==> src/rtl/binary_to_one_hot_pkg.sv <==
// rtl/binary_to_one_hot_pkg.sv - shared constants for the pipelined binary-to-one-hot decoder
// Contents:
//   BUF_EMPTY / BUF_HALF / BUF_FULL : occupancy states of the 2-entry skid buffer
//   index_width()                   : width of the decode index (one bit wider than the input)
package binary_to_one_hot_pkg;

    localparam logic [1:0] BUF_EMPTY = 2'd0;
    localparam logic [1:0] BUF_HALF  = 2'd1;
    localparam logic [1:0] BUF_FULL  = 2'd2;

    // Extra bit keeps binary_in - BASE_VALUE from wrapping.
    function automatic int index_width(input int binary_width);
        return binary_width + 1;
    endfunction

endpackage

==> src/rtl/skid_buffer_2entry.sv <==
// rtl/skid_buffer_2entry.sv - 2-entry skid buffer with registered ready
// Ports:
//   clock, clear             : clock, asynchronous active-high reset
//   in_tvalid/in_tready/in_tdata    : upstream handshake (in_tready is a flop)
//   out_tvalid/out_tready/out_tdata : downstream handshake (out_tdata held while stalled)
module skid_buffer_2entry
    import binary_to_one_hot_pkg::*;
#(
    parameter int WIDTH = 17
) (
    input  logic             clock,
    input  logic             clear,
    input  logic             in_tvalid,
    output logic             in_tready,
    input  logic [WIDTH-1:0] in_tdata,
    output logic             out_tvalid,
    input  logic             out_tready,
    output logic [WIDTH-1:0] out_tdata
);

    logic [1:0]       state;
    logic [1:0]       next_state;
    logic [WIDTH-1:0] skid_tdata;
    logic             push;
    logic             pop;

    assign push = in_tvalid & in_tready;
    assign pop  = out_tvalid & out_tready;

    always_comb begin
        next_state = state;
        case (state)
            BUF_EMPTY: if (push) next_state = BUF_HALF;
            BUF_HALF: begin
                if (push && !pop)      next_state = BUF_FULL;
                else if (!push && pop) next_state = BUF_EMPTY;
            end
            BUF_FULL:  if (pop) next_state = BUF_HALF;
            default:   next_state = BUF_EMPTY;
        endcase
    end

    // Ready and valid are derived from the next state so both are plain flops;
    // out_tready never reaches in_tready combinationally.
    always_ff @(posedge clock or posedge clear) begin
        if (clear) begin
            state      <= BUF_EMPTY;
            in_tready  <= 1'b1;
            out_tvalid <= 1'b0;
            out_tdata  <= '0;
            skid_tdata <= '0;
        end else begin
            state      <= next_state;
            in_tready  <= (next_state != BUF_FULL);
            out_tvalid <= (next_state != BUF_EMPTY);
            case (state)
                BUF_EMPTY: if (push) out_tdata <= in_tdata;
                BUF_HALF: begin
                    if (push && pop) out_tdata  <= in_tdata;
                    else if (push)   skid_tdata <= in_tdata;
                end
                BUF_FULL:  if (pop) out_tdata <= skid_tdata;
                default: ;
            endcase
        end
    end

endmodule

==> src/rtl/binary_to_one_hot_pipelined.sv <==
// rtl/binary_to_one_hot_pipelined.sv - registered, flow-controlled binary-to-one-hot decoder
// Ports:
//   clock, clear                       : clock, asynchronous active-high reset
//   binary_in_valid/ready, binary_in   : input handshake and value (ready is registered)
//   one_hot_out_valid/ready            : output handshake
//   one_hot_out, out_of_range          : decoded vector and window-miss flag
//   thermometer_in                     : only with BINARY_TO_ONE_HOT_THERMOMETER_EN; selects
//                                        thermometer fill [index:0] instead of a single bit
module binary_to_one_hot_pipelined
    import binary_to_one_hot_pkg::*;
#(
    parameter int BINARY_WIDTH = 4,
    parameter int OUTPUT_WIDTH = 16,
    parameter int BASE_VALUE   = 0
) (
    input  logic                    clock,
    input  logic                    clear,
    input  logic                    binary_in_valid,
    output logic                    binary_in_ready,
    input  logic [BINARY_WIDTH-1:0] binary_in,
`ifdef BINARY_TO_ONE_HOT_THERMOMETER_EN
    input  logic                    thermometer_in,
`endif
    output logic                    one_hot_out_valid,
    input  logic                    one_hot_out_ready,
    output logic [OUTPUT_WIDTH-1:0] one_hot_out,
    output logic                    out_of_range
);

    localparam int IW = index_width(BINARY_WIDTH);
    localparam logic [BINARY_WIDTH-1:0] BASE_B = BASE_VALUE[BINARY_WIDTH-1:0];
    localparam logic [31:0] OW = 32'(OUTPUT_WIDTH);

    logic                    therm;
    logic [IW-1:0]           index;
    logic [31:0]             index32;
    logic                    below;
    logic                    above;
    logic [OUTPUT_WIDTH-1:0] decoded;
    logic [OUTPUT_WIDTH:0]   buf_out;

`ifdef BINARY_TO_ONE_HOT_THERMOMETER_EN
    assign therm = thermometer_in;
`else
    assign therm = 1'b0;
`endif

    always_comb begin
        below   = (binary_in < BASE_B);
        index   = {1'b0, binary_in} - {1'b0, BASE_B};
        index32 = 32'(index);
        above   = !below && (index32 >= OW);
        decoded = '0;
        for (int unsigned i = 0; i < OUTPUT_WIDTH; i++) begin
            decoded[i] = therm ? (i <= index32) : (i == index32);
        end
        // Above the window a thermometer saturates; a one-hot goes dark.
        if (below)      decoded = '0;
        else if (above) decoded = therm ? '1 : '0;
    end

    skid_buffer_2entry #(
        .WIDTH (OUTPUT_WIDTH + 1)
    ) u_buf (
        .clock      (clock),
        .clear      (clear),
        .in_tvalid  (binary_in_valid),
        .in_tready  (binary_in_ready),
        .in_tdata   ({decoded, below | above}),
        .out_tvalid (one_hot_out_valid),
        .out_tready (one_hot_out_ready),
        .out_tdata  (buf_out)
    );

    assign one_hot_out  = buf_out[OUTPUT_WIDTH:1];
    assign out_of_range = buf_out[0];

endmodule
==> config.mk <==
export PLATFORM = sky130hd
export DESIGN_NAME = binary_to_one_hot_pipelined
export DESIGN_NICKNAME = d
export VERILOG_FILES = /design/src/rtl/binary_to_one_hot_pkg.sv /design/src/rtl/skid_buffer_2entry.sv /design/src/rtl/binary_to_one_hot_pipelined.sv
export SDC_FILE = /design/constraint.sdc
export NUM_CORES = 1
export LEC_CHECK = 0
export ABC_AREA = 1
export CAP_MARGIN = 10
export CORE_ASPECT_RATIO = 0.9
export CORE_MARGIN = 3
export CORE_UTILIZATION = 28
export CTS_CLUSTER_SIZE = 40
export DETAILED_ROUTE_END_ITERATION = 10
export PLACE_DENSITY = 0.48
export SYNTH_ARGS = -nofsm -noshare
export SYNTH_HDL_FRONTEND = slang
export SYNTH_SLANG_ARGS = --single-unit
export TNS_END_PERCENT = 1
==> constraint.sdc <==
create_clock -name clock -period 1.22 [get_ports clock]
set_input_delay 0.305 -clock clock [delete_from_list [all_inputs] [get_ports clock]]
set_output_delay 0.305 -clock clock [all_outputs]
set_load 0.005 [all_outputs]
; Word level (Yosys, flattened, before mapping)
; Cells that the tools add are included.
[op_classes]
magnitude_cmp = 2
eq_ne = 21
mux = 11
n_bitwise = 4
reduce_logical = 13
[op_table]
columns = cell, n
row1 = 2-to-1 mux 17 bit, 3
row2 = case mux 17 bit (3 select lines), 1
row3 = "== test 4 bit, first input constant", 8
row4 = 2-to-1 mux 16 bit, 2
row5 = "== test 3 x 4 -> 1 bit, first input constant", 4
row6 = "== test 2 x 4 -> 1 bit, first input constant", 2
row7 = 2-to-1 mux 2 bit, 4
row8 = "inequality test 2 x 1 -> 1 bit, second input constant", 3
row9 = case mux 2 bit (3 select lines), 1
row10 = "greater-or-equal comparator 4 x 5 -> 1 bit, second input constant", 1
row11 = zero test 5 bit, 1
row12 = "== test 1 x 4 -> 1 bit, first input constant", 1
row13 = logical AND 1 bit, 4
row14 = "< comparator 4 x 1 -> 1 bit, second input constant", 1
row15 = AND reduction 4 bit, 1
row16 = zero test 1 bit, 3
row17 = AND reduction 3 bit, 1
row18 = nonzero test 3 bit, 1
row19 = AND 1 bit, 2
row20 = "== test 2 x 1 -> 1 bit, second input constant", 1
row21 = "== test 2 bit, second input constant", 1
row22 = zero test 2 bit, 1
row23 = "inequality test 2 bit, second input constant", 1
row24 = nonzero test 2 bit, 1
row25 = other kinds (2), 2
[word_totals]
reg_bits = 38
input_bits = 8
output_inout_bits = 19
word_cells = 56

; Depth between registers and ports, before layout
[depth]
word_depth = 7
ltp_mapped = 8
ltp_nobuf = 7

; By module
; From an unflattened synthesis, not the netlist that was laid out.
[hier_totals]
cells_unflattened = 249
area_unflattened_um2 = 1923.1
[by_module_without_submodules]
columns = module, instances, cells_per_inst, area_per_inst_um2, seq_area_each_um2
row1 = skid_buffer_2entry, 1, 220, 1814.2, 952.2
row2 = binary_to_one_hot_pipelined, 1, 29, 108.9, 0.0

; Least setup slack after synthesis
; Ideal clock, no wire load.
[synth_timing]
kind = register to register
start = register u_buf.in_tready
end = register u_buf.skid_tdata[6]
setup_ns = 0.118
t_arrival_ns = 1.116
t_required_ns = 1.102
path_slack_ns = -0.014
path_stages_with_launch = 7
path_buffers = 1
synth_period_minus_slack_ns = 1.234
path_cell_list = dfstp_2 > nand3_4 > nor2_4 > inv_2 > buf_6 > nand2_1 > nand2_1
[synth_between]
elab_chain_cells = 4
[synth_lines]
columns = item, line_no
row1 = "start, declared", skid_buffer_2entry.sv:14  ; output logic in_tready,
row2 = "start signal, assigned", skid_buffer_2entry.sv:54  ; in_tready <= (next_state != BUF_FULL);
row3 = AND 1 bit (*), skid_buffer_2entry.sv:27  ; assign push = in_tvalid & in_tready;
row4 = logical AND 1 bit, skid_buffer_2entry.sv:59  ; if (push && pop) out_tdata <= in_tdata;
row5 = inverter 1 bit (no line), n/a
row6 = AND reduction 3 bit (no line) (*), n/a
row7 = "end signal, assigned", skid_buffer_2entry.sv:60  ; else if (push) skid_tdata <= in_tdata;
row8 = "end, declared", skid_buffer_2entry.sv:23  ; logic [WIDTH-1:0] skid_tdata;
; Mark *: on every way between the ends. The rest lies on a longest branch, timed or not.
; A chain may end at the register's enable or synchronous reset.

; Worst setup path in the final report
[layout_timing]
start = register u_buf.in_tready
end = register u_buf.skid_tdata[13]
; The elaborated chain is that of the path after synthesis.

==> metrics.md <==
| Metric | Value |
|---|---|
| Req. time, crit path | 1450 ps |
| Mapped Cells | 227 |
| IO Pins | 27 |
| VDD IR-drop max | 0.568 mV |
| CTS tree | built |
| Pwr Density | 2080 mW/mm^2 |
| Worst Setup EP | u_buf.skid_tdata[13] |
| Final wirelength | 4550 um |
| Reg2reg end | u_buf.skid_tdata[13] |
| Crit-path max FO | 16 |
| Area share of the leading cell type in the synthesized netlist | 49.7% |
| Mapped Avg Cell Area | 7.76 sq um |
| Final WS setup | -54.1 ps |
| Cell Area, Synth | 0.00176 sq mm |
| Worst EP arrival | 1500 ps |
| Count of cell types in the netlist | 16 |
| GRT Total Usage | 13.5% |
| Placed cell areas | 0.00220 sq mm |
| Hold Path Class | input pin to asynchronous set/reset pin |
| YS warnings | 0 |
| # DRC | 0 |
| Crit path capture type | register |
| Root Driver | clkbuf_8 |
| Vias per inst | 4.33 |
| Register bit total from synthesis | 36 |
| Dpl hpwl | 2860 um |
| Max Root-Sink Buffers | 2 |
| CTS Sinks | 36 |
| H-tree levels | 2 |
| Post-synth EDFFs | 0 |
| Post-DRT Antenna Nets | 0 |
| Critical path class | register to register |
| Core Rows | 26 |
| Final hold slack | 359 ps |
| Post-Layout Inst Area | 0.00239 sq mm |
| Hold buffer count at cts | 0 |
| Setup_tns | -896 ps |
| Total number of vias | 1589 |
| First-pass GRT wire length | 7380 um |
| Die ar. | 0.00728 sq mm |
| Layout Nets | 290 |
| Initial Util | 29.9% |
| Largest net degree at the start of global routing | 37 |
| Grt ovf | 0 |
| DP Cell Count | 347 |
| Gpl congestion | 0.721 |
| Synth-to-Final Area Change | 35.8% |
| Most frequent cell after synthesis | nand2_1 |
| Ratio of cells with drive above 1 in the final layout | 24.4% |
| R2r worst-path depth | 6 |
| FMAX | 785 MHz |
| Worst Setup SP | u_buf.in_tready |
| Sequential cell area | 902 sq um |
| Post-synth top cells | nand2_1 (116), dfrtp_1 (35), nand3_1 (32), inv_1 (9), nor2_1 (9) |
| Failing checks | negative setup slack |
| Reg-to-Reg Start | u_buf.in_tready |
| Final setup fails | 33 |
| Die height | 81.3 um |
| Die Wd | 89.6 um |
| RSZ-0062 raised after global routing | yes |
| Initial antenna violation count | 0 |
| Seq/Total Area, Yosys | 51.2% |
| Vias in the first global route | 1459 |
| Final Non-Filler Cells | 367 |
| Port Buf Inserts | 25 |
| Crit path time final | 1270 ps |
| Area of the multi-input gates | 779 sq um |
| Fin. Hold Viols | 0 |
| Average wire per standard cell | 12.4 um |
| R2R setup slack | -50 ps |
| Synth area leader | dfrtp_1 |
| Max capacitance violation total | 0 |
| Core area | 0.00589 sq mm |
| Ys flop type | dfrtp_1 |
| Tcrit/Tclk final | 104% |
| Iteration-0 DRC Markers | 224 |
| 1st-pass router iterations | 4 |
| Slew Limit Fails | 0 |
| Worst-Skew Late Latency | 290 ps |
| Setup crit start kind | register |
| Filler cells | 628 |
| Status | finished with violations |
| Syn nets | 235 |
| Total CTS buffers | 5 |
| Final worst clock skew | 7.90 ps |
| Synth top area cells | dfrtp_1 (50%), nand2_1 (25%), nand3_1 (9.1%) |
| Clock slew at reported path FFs | 80 ps |
| Leakage | 0.00137 uW |
| Async set-reset flop share out of synthesis | 100% |
| Diodes inserted | 0 |
-- per-stage QoR --
step           power, uW  setup WS [ps]  utilization (%)
6_report            4980          -54.1             40.6
3_3_place_gp        3830           -405             37.4
3_5_place_dp        3830           -402             37.4
2_1_floorplan       3040          -13.6                -
4_1_cts             5000          -64.1             40.9
5_1_grt             5350           -128             40.6
-- critical path: stages (launching register included) --
cell	delay, ps
dfstp_2	540
buf_6	100
nand3_4	100
nor2_4	150
buf_8	170
nand3_1	80
nand2_1	70
-- cell usage in the layout, fill, tap and decap left out, types with 2 or more instances in the layout --
| master | n |
|---|---|
| buf_4 | 25 |
| clkbuf_2 | 10 |
| clkbuf_8 | 7 |
| clkdlybuf4s15_1 | 7 |
| clkdlybuf4s50_1 | 6 |
| dfrtp_1 | 35 |
| inv_1 | 9 |
| inv_2 | 3 |
| inv_8 | 2 |
| nand2_1 | 116 |
| nand2_2 | 6 |
| nand2_4 | 3 |
| nand3_1 | 31 |
| nor2_1 | 7 |
| nor2_2 | 2 |
-- metal layers --
layer,wire length [um],up-vias,GRT usage (%)
li1,-,809,-
met1,2350,737,19.3
met2,1940,38,19.6
met3,181,5,2.74
met4,75,0,5.36
met5,0,-,0
-- cell families after synthesis --
| kind of cell | count (synthesis) | share of synthesized area [%] |
|---|---|---|
| other cells | 1 | 0.213 |
| flops | 36 | 51.2 |
| buf+inv | 21 | 6.89 |
| simple gates | 168 | 41.4 |
| compound gates | 1 | 0.284 |
-- sequential cells by signal (all words and copies together), names as in the netlist --
register          cells
u_buf.out_tvalid      1
u_buf.skid_tdata     16
u_buf.out_tdata      16
u_buf.state           2
u_buf.in_tready       1
-- cell type report --
type                    instances  area share (%)
repair inverters                1           0.471
clock buffers                   8            4.18
well taps                      84            4.39
repair buffers                 53            18.0
inverters                      14            2.62
flip-flops and latches         36            37.7
multi-input cells             171            32.6
-- worst min path at each step --
stage                                      end  slack (ps)  cells past startpoint
after CTS                   u_buf.out_tdata[7]         370                      3
after global routing        u_buf.out_tdata[1]         400                      3
final                       u_buf.out_tdata[6]         360                      3
after global placement      u_buf.out_tdata[4]         460                      2
after detailed placement   u_buf.out_tdata[11]         470                      2
after floorplan           u_buf.skid_tdata[16]         440                      2
-- repair_timing --
action,CTS,global route
pin swaps,0,2
gates resized for setup,47,16
hold endpoints to repair,0,0
endpoints found under the setup margin,50,43
buffers inserted,10,0
gates cloned,1,1
-- report_power, final --
part / leakage [uW] / switching (uW) / internal (uW)
Clock: 0.0000515 / 441 / 516
Combinational: 0.000834 / 1210 / 885
Sequential: 0.000485 / 288 / 1640
Total: 0.00137 / 1940 / 3040
Note: power is estimated with default switching activity, not from simulation.
